**config.mk**
```make
export PLATFORM = sky130hd
export DESIGN_NAME = neuron_scheduler
export DESIGN_NICKNAME = d
export VERILOG_FILES = /design/src/rtl/snn_sched_pkg.sv /design/src/rtl/neuron_scheduler.sv
export SDC_FILE = /design/constraint.sdc
export NUM_CORES = 1
export LEC_CHECK = 0
export ABC_CLOCK_PERIOD_IN_PS = 2960
export CELL_PAD_IN_SITES_DETAIL_PLACEMENT = 1
export CELL_PAD_IN_SITES_GLOBAL_PLACEMENT = 1
export CORE_AREA = 4 4 217 219
export CTS_CLUSTER_SIZE = 12
export DETAILED_ROUTE_END_ITERATION = 7
export DIE_AREA = 0 0 221 223
export PLACE_DENSITY = 0.71
export SKIP_LAST_GASP = 1
export SLEW_MARGIN = 20
export SYNTH_ARGS = -nofsm -noshare
export SYNTH_HDL_FRONTEND = slang
export SYNTH_SLANG_ARGS = --single-unit
```
**constraint.sdc**
```tcl
create_clock -name clk_i -period 2.96 [get_ports clk_i]
set_input_delay 0.592 -clock clk_i [delete_from_list [all_inputs] [get_ports clk_i]]
set_output_delay 0.592 -clock clk_i [all_outputs]
set_load 0.005 [all_outputs]
```
**src/rtl/snn_sched_pkg.sv**
```systemverilog
// Shared types for the neuron time-step scheduler: FSM state encoding and
// the default neuron index width.
package snn_sched_pkg;

  localparam int NUM_NEURONS_DEF = 256;
  localparam int NEURON_IDX_W    = $clog2(NUM_NEURONS_DEF);

  typedef enum logic [2:0] {
    S_IDLE  = 3'd0,
    S_READ  = 3'd1,
    S_EVAL  = 3'd2,
    S_WRITE = 3'd3,
    S_SPIKE = 3'd4,
    S_DONE  = 3'd5
  } sched_state_e;

endpackage

```
**src/rtl/neuron_scheduler.sv**
```systemverilog
// Walks neurons 0..NUM_NEURONS-1 per time step: SRAM read, neuron-block eval,
// potential write-back, spike handshake. SCHED_SPIKE_COUNT_EN adds spike_count_o.
module neuron_scheduler
  import snn_sched_pkg::*;
#(
  parameter int NUM_NEURONS     = 256,
  parameter int NUM_AXONS       = 256,
  parameter int POTENTIAL_WIDTH = 9
) (
  input  logic                               clk_i,
  input  logic                               rst_n_i,
  input  logic                               start_i,
  input  logic [NUM_AXONS-1:0]               axon_in_i,
  output logic                               busy_o,
  output logic                               done_o,
  output logic                               mem_rd_en_o,
  output logic [$clog2(NUM_NEURONS)-1:0]     mem_addr_o,
  output logic [NUM_AXONS-1:0]               nb_axon_o,
  input  logic [POTENTIAL_WIDTH-1:0]         nb_potential_i,
  input  logic                               nb_spike_i,
  output logic                               pot_we_o,
  output logic [POTENTIAL_WIDTH-1:0]         pot_wdata_o,
  output logic                               spike_valid_o,
  input  logic                               spike_ready_i,
`ifdef SCHED_SPIKE_COUNT_EN
  output logic [$clog2(NUM_NEURONS):0]       spike_count_o,
`endif
  output logic [$clog2(NUM_NEURONS)-1:0]     spike_idx_o
);

  localparam int IW = $clog2(NUM_NEURONS);

  sched_state_e                 state_q, state_d;
  logic [IW-1:0]                idx_q, idx_d;
  logic [NUM_AXONS-1:0]         axon_q;
  logic [POTENTIAL_WIDTH-1:0]   pot_q;
  logic                         spk_q;
  logic                         accept, advance, last;

  assign accept  = (state_q == S_IDLE) && start_i;
  // A neuron is finished once written with no spike, or once its spike transfers.
  assign advance = ((state_q == S_WRITE) && !spk_q) ||
                   ((state_q == S_SPIKE) && spike_ready_i);
  assign last    = (idx_q == IW'(NUM_NEURONS - 1));

  always_comb begin
    state_d = state_q;
    idx_d   = idx_q;
    case (state_q)
      S_IDLE:  if (start_i) begin
                 state_d = S_READ;
                 idx_d   = '0;
               end
      S_READ:  state_d = S_EVAL;
      S_EVAL:  state_d = S_WRITE;
      S_WRITE: if (spk_q) state_d = S_SPIKE;
      S_SPIKE: ;
      S_DONE:  state_d = S_IDLE;
      default: state_d = S_IDLE;
    endcase
    if (advance) begin
      if (last) state_d = S_DONE;
      else begin
        state_d = S_READ;
        idx_d   = idx_q + 1'b1;
      end
    end
  end

  always_ff @(posedge clk_i or negedge rst_n_i) begin
    if (!rst_n_i) begin
      state_q <= S_IDLE;
      idx_q   <= '0;
      axon_q  <= '0;
      pot_q   <= '0;
      spk_q   <= 1'b0;
    end else begin
      state_q <= state_d;
      idx_q   <= idx_d;
      if (accept) axon_q <= axon_in_i;
      if (state_q == S_EVAL) begin
        pot_q <= nb_potential_i;
        spk_q <= nb_spike_i;
      end
    end
  end

`ifdef SCHED_SPIKE_COUNT_EN
  logic [IW:0] cnt_q;
  always_ff @(posedge clk_i or negedge rst_n_i) begin
    if (!rst_n_i)                                      cnt_q <= '0;
    else if (accept)                                   cnt_q <= '0;
    else if ((state_q == S_SPIKE) && spike_ready_i)    cnt_q <= cnt_q + 1'b1;
  end
  assign spike_count_o = cnt_q;
`endif

  assign busy_o        = (state_q != S_IDLE);
  assign done_o        = (state_q == S_DONE);
  assign mem_rd_en_o   = (state_q == S_READ);
  assign mem_addr_o    = idx_q;
  assign nb_axon_o     = axon_q;
  assign pot_we_o      = (state_q == S_WRITE);
  assign pot_wdata_o   = pot_q;
  assign spike_valid_o = (state_q == S_SPIKE);
  assign spike_idx_o   = idx_q;

endmodule

```
==> impl_metrics.py <==
metrics = {
    "power": {
        "p_comb_frac": 0.413,
        "intPower_mw": 12.3,
        "clkPwrFrac": 0.229,
        "p_total_mw": 18.3,
        "p_switching_mw": 5.96,
        "seq_power_share": 0.359,
        "cellLeakagePower_nw": 8.63,
        "powerDensity_nw_per_um2": 1020,
        "switching_share": 0.326,
        "ir_drop_mv": 0.554,
    },
    "min_path": {
        "hp-class": "input port to asynchronous set/reset pin",
    },
    "synth": {
        "ys_types": 32,
        "syn_area_um2": 10600,
        "synthSimpleGateAreaFrac": 0.288,
        "synthFlopType": "dfrtp_1",
        "avgSynthCellArea_um2": 9.02,
        "ys_seq_elements": 277,
        "syn_nets": 1448,
        "synth_top_area_cell": "dfrtp_1",
        "ys_seq_area_frac": 0.653,
        "ys_warn_count": 0,
        "synth_mux_area_frac": 0.0106,
        "synth.top_cells.by_area": "dfrtp_1, nand2_1, buf_2",
        "synth_top_family_by_area": "simple AND/OR/NAND/NOR gates",
        "netlist_instances": 1177,
        "synth_compound_area_frac": 0.0119,
        "synth_top_area_frac": 0.653,
        "synthXorXnorAreaFrac": 0,
        "synth-adder-area-share": 0.00118,
        "synthArstFlopShare": 1.00,
        "synth_edf_count": 0,
    },
    "floorplan": {
        "die_height_um": 223,
        "io_pins": 556,
        "core_area_um2": 45100,
        "dieWidth_um": 221,
        "rows": 78,
        "initial_core_util": 0.235,
        "fp.dieArea_um2": 49300,
    },
    "clocking": {
        "postCtsSetupBuffers": 0,
        "cts_tree": "built",
        "numClockSinks": 277,
        "clk_pin_slew_worst_paths_ns": 0.06,
        "hold_buffers": 0,
        "htreeDepth": 2,
        "root_buffer": "clkbuf_16",
        "cts_buffer_depth": 3,
        "numCtsBuffers": 35,
        "insertion_delay_ns": 0.52,
        "cts-resized-gates": 0,
    },
    "setup_path": {
        "crit_family": "buffers and inverters",
        "path_buf_inv": 2,
        "required_ns": 2.37,
        "cp_max_fo": 10,
        "setup.worst_path.start_class": "flop",
        "critPathArrivalTime_ns": 2.07,
        "critical_path_class": "flop to output pin",
        "cpPeakStageDelay_ns": 0.51,
        "worst_path_max_delay_cell": "nor3_1",
        "crit_chain": "nor3_1, inv_1, clkdlybuf4s50_1",
        "cp-end-kind": "output pin",
    },
    "global_route": {
        "antenna_found_initial": 4,
        "grt_pass1_vias": 11100,
        "grt_max_degree": 98,
        "grtUsageTotal": 0.167,
        "grt_first_pass_wirelength_um": 65800,
        "grt_remaining_overflow": 0,
    },
    "outcome": {
        "status": "finished clean",
    },
    "timing": {
        "finalCritPeriodShare": 0.899,
        "timing.slew.headroom": 0.514,
        "hold_viol": 0,
        "fin_skew_ns": 0.00876,
        "fin_crit_ns": 2.66,
        "maxSlewViolCount": 0,
        "timing.fmax_mhz": 376,
        "setup_viol": 0,
        "finalSetupTns_ns": 0,
        "rsz0062_at_grt": "no",
        "fin_ws_ns": 0.298,
        "worst_pin_slew_ns": 0.728,
    },
    "detailed_routing": {
        "routed_wl_um": 41800,
        "drt_iter0_drc": 548,
        "drcViolationCount": 0,
        "via_count": 9984,
        "wl_per_cell_um": 17.8,
        "vias_per_cell": 4.25,
        "drt-pass1-iter-count": 6,
        "ant_nets": 0,
    },
    "place": {
        "place_congestion": 0.867,
        "dp.cells": 2288,
        "place_hpwl_um": 31100,
        "pre_cts_slack_ns": 0.715,
        "portBuffers": 555,
    },
    "cells_and_area": {
        "area_growth_pct": 69.6,
        "final_nets": 1996,
        "fin_cells": 2350,
        "post-route-util": 0.399,
        "final_layout_size_suffix_gt1_frac": 0.0543,
        "fillers": 5197,
    },
    "flow_run": {
        "cap_violations": 0,
    },
}
-- kinds of logic after synthesis --
family / count (synthesis)
multiplexers: 10
AND/OR/NAND/NOR: 798
flip-flops: 277
buffers and inverters: 72
adder cells (fa/ha/maj): 1
AO/OA/AOI/OAI: 19
-- worst reg2reg max path: cells and delay by family (launching register included) --
kind | cells | cell delay (ns)
buffers and inverters | 2 | 0.60
and+or+nand+nor | 4 | 1.04
DFF | 1 | 0.48
-- path summary, 6_finish.rpt --
check,start,cells after the start,slack (ns),endpoint
max,state_q[0],3,0.30,busy_o
min,rst_n_i,1,0.1,nb_axon_o[149]
max reg2reg,state_q[0],6,0.77,nb_axon_o[196]
min reg2reg,nb_axon_o[144],2,0.47,nb_axon_o[144]
max in group asynchronous,rst_n_i,2,2.05,nb_axon_o[248]
min in group clk_i,nb_axon_o[144],2,0.47,nb_axon_o[144]
-- power by group through the flow --
stage	registers, mW	clock network [mW]	logic (mW)
global placement	6.53	0	7.49
detailed placement	6.62	0	7.66
CTS	6.58	4.35	7.72
global route	6.80	4.54	8.31
floorplan	6.61	0	2.49
finish	6.55	4.18	7.54
-- through the flow --
step | hold slack [ns] | area (um^2)
5_1_grt | 0.116 | 18000
6_report | 0.0955 | 18000
3_3_place_gp | 0.456 | 16900
2_1_floorplan | 0.296 | 10600
4_1_cts | 0.0926 | 18000
3_5_place_dp | 0.461 | 16900
-- routing by layer --
metal  up-vias  share of wire  track usage
met5         -        0.00065            0
met4         4          0.025       0.0471
met3        63          0.089       0.0680
met2       389           0.49        0.286
met1      4858           0.39        0.194
li1       4670              -            -
-- sequential cells by signal, summed over array words and instances, names as in the netlist --
name and count:
nb_axon_o 256, pot_wdata_o 9, state_q 3, mem_addr_o 8, spk_q 1
-- cell type report --
class | instances | area (um^2) | area share
Antenna cell | 2 | 5.00 | 0.000278
Clock buffer | 55 | 1090 | 0.0607
Clock inverter | 5 | 35.0 | 0.00195
Inverter | 3 | 11.3 | 0.000625
Multi-Input combinational cell | 828 | 3320 | 0.184
Sequential cell | 277 | 6930 | 0.385
Tap cell | 600 | 751 | 0.0417
Timing Repair Buffer | 580 | 5860 | 0.326
-- synthesized netlist by cell type (2+ instances only) --
master     instances
clkbuf_1           9
nand4bb_1          2
nor3b_1            3
or2_2              2
nand2_1          777
dfrtp_1          277
nor2_1             2
mux2_2            10
buf_2             48
a21oi_1            4
a31oi_1            3
buf_4             11
o21ai_0            4
inv_1              3
nand3_1            5
-- layout by cell type, fill, tap and decap left out, types with 2 or more instances in the layout --
master           Yosys  final
nand3_1              5      5
buf_12               0      9
nor2_1               2      2
buf_4               11     16
clkinv_2             0      3
nor3b_1              3      3
a31oi_1              3      3
o21ai_0              4      4
clkbuf_1             9      8
clkbuf_8             0     10
clkdlybuf4s50_1      0    554
dfrtp_1            277    277
clkbuf_16            0     37
or2_2                2      2
mux2_2              10     10
a21oi_1              4      4
nand4bb_1            2      2
diode_2              0      2
nand2_1            777    776
inv_1                3      3
No activity file was read; power rests on OpenSTA's default activity.
==> edit, RTL diff (same flow settings) <==
The option `SCHED_SPIKE_COUNT_EN` is turned on by a define.
--- a/src/rtl/neuron_scheduler.sv
+++ b/src/rtl/neuron_scheduler.sv
@@ -1,5 +1,7 @@
 // Walks neurons 0..NUM_NEURONS-1 per time step: SRAM read, neuron-block eval,
 // potential write-back, spike handshake. SCHED_SPIKE_COUNT_EN adds spike_count_o.
+`define SCHED_SPIKE_COUNT_EN
+
 module neuron_scheduler
   import snn_sched_pkg::*;
 #(
Behaviour (old outputs only; new: spike_count_o): unchanged (Yosys induction, for registers that start in step).
==> edit against the original RTL <==
Combinational power up 1%. Setup slack better by 0.12 ns. Critical path depth decreased by 1. Sequential cell count increased by 9. Clock skew rose by 0.010 ns. Design area rose by 3.6%. Total power is 2.4% higher. Clock power grew 4.8%. Area after synthesis is 5.2% higher. Routed wire length up 2.6%. Critical endpoint is now mem_rd_en_o. Largest cell class unchanged.
==> edit: results (changes against the original RTL) <==
Pwr
  • Comb. pwr: 0.00763 W (+1%)
  • Int Pwr: 0.01268 W (+2.9%)
  • P_clk: 0.00438 W (+4.8%)
  • Leakage power: 8.889 nW (+3.0%)
  • Total chip power: 0.01872 W (+2.4%)

Worst setup path
  • Slowest CP cell: clkdlybuf4s50_1
  • Worst path arrival time: 1.95 ns (-0.12 ns)
  • CP max stage delay: 0.58 ns (+0.07 ns)

GRT
  • Routing usage on met2: 0.2849 (-0.0008963)
  • Met3 GRT Util: 0.06632 (-0.001711)
  • Gr usage total: 0.1687 (+0.001754)
  • Initial antenna violation count: 2 (-2)
  • GR met1 Demand/Resource: 0.1981 (+0.004261)

Cells and area
  • Sequential share of cell area: 0.3838 (-0.001148)
  • Non-CTS buffers: 583 (+0.52%)
  • Clock buf/inv share: 0.06288 (+0.0001952)
  • Share of layout cells above drive strength 1: 0.05211 (-0.002241)
  • Inverters: 7 (+4)
  • Fill cell count: 5213 (+0.31%)
  • Num sequential: 286 (+3.2%)
  • Nets: 2051 (+2.8%)
  • Fin util: 0.4135 (+0.01421)
  • Multi-input comb cells: 865 (+4.5%)
  • Buffer share of cell area: 0.3194 (-0.006083)
  • Clock buf count: 54 (-1.8%)

Drt
  • Drt total wl: 42.90 mm (+2.6%)
  • Detailed-routed wire length on met3: 3.872 mm (+4.1%)
  • DRT Pass-1 Iters: 4 (-2)
  • Routed vias: 10271 (+2.9%)
  • Wire per inst: 17.85 microns (+0.32%)
  • Starting DRT DRC Count: 391 (-29%)
  • Metal2 WL: 20.63 mm (+0.22%)

Synth
  • Mean Syn Cell Area: 9.076 sq um (+0.60%)
  • Syn_nets: 1503 (+3.8%)
  • Sequential share of the synthesized area: 0.6406 (-0.01223)
  • Yosys cell types: 36 (+13%)
  • Proportion of synthesized area in mux cells: 0.01322 (+0.002610)
  • Post-synthesis compound-gate area fraction: 0.01042 (-0.001486)
  • Top post-synthesis cells by area: dfrtp_1 (64%), nand2_1 (26%), buf_4 (1.5%)
  • Post-Synth Adder-Cell Area: 0.002240 (+0.001061)
  • Post-synthesis xor/xnor area fraction: 0.007056 (+0.007056)

Status
  • Outcome: finished clean

Placed design
  • Port bufs: 564 (+1.6%)
  • GPL Wtd Cong: 0.8059 (-7.0%)
  • Placed Instances: 2341 (+2.3%)
  • Dpl hpwl: 31.72 mm (+2.1%)

STA
  • Rel. slew slack: 0.6075 (+0.09315)

CTS
  • Num CTS Buffers: 36 (+2.9%)
[edit: cell count changes after synthesis, sizes merged, moves of 3 or more]
cell    unedited run  this run
nor2               2        12
dfrtp            277       286
clkbuf             9        17
xnor2              0         7
nand2            777       783
nor4               0         5
buf               60        56
inv                3         7
a31oi              3         0
[edit: worst paths after layout]
kind                                             from                          to  slack, ns  cells after the start
min in group clk_i         nb_axon_o[163]$_DFFE_PN0P_  nb_axon_o[163]$_DFFE_PN0P_       0.47                      2
setup / recovery               state_q[0]$_DFFE_PN0P_                 mem_rd_en_o       0.41                      2
hold / removal                                rst_n_i  nb_axon_o[139]$_DFFE_PN0P_       0.05                      1
setup reg to reg              mem_addr_o[0]$_DFF_PN0_     mem_addr_o[3]$_DFF_PN0_       0.97                      5
max in group asynchronous                     rst_n_i  pot_wdata_o[4]$_DFFE_PN0P_       2.15                      2
hold reg to reg            nb_axon_o[163]$_DFFE_PN0P_  nb_axon_o[163]$_DFFE_PN0P_       0.47                      2
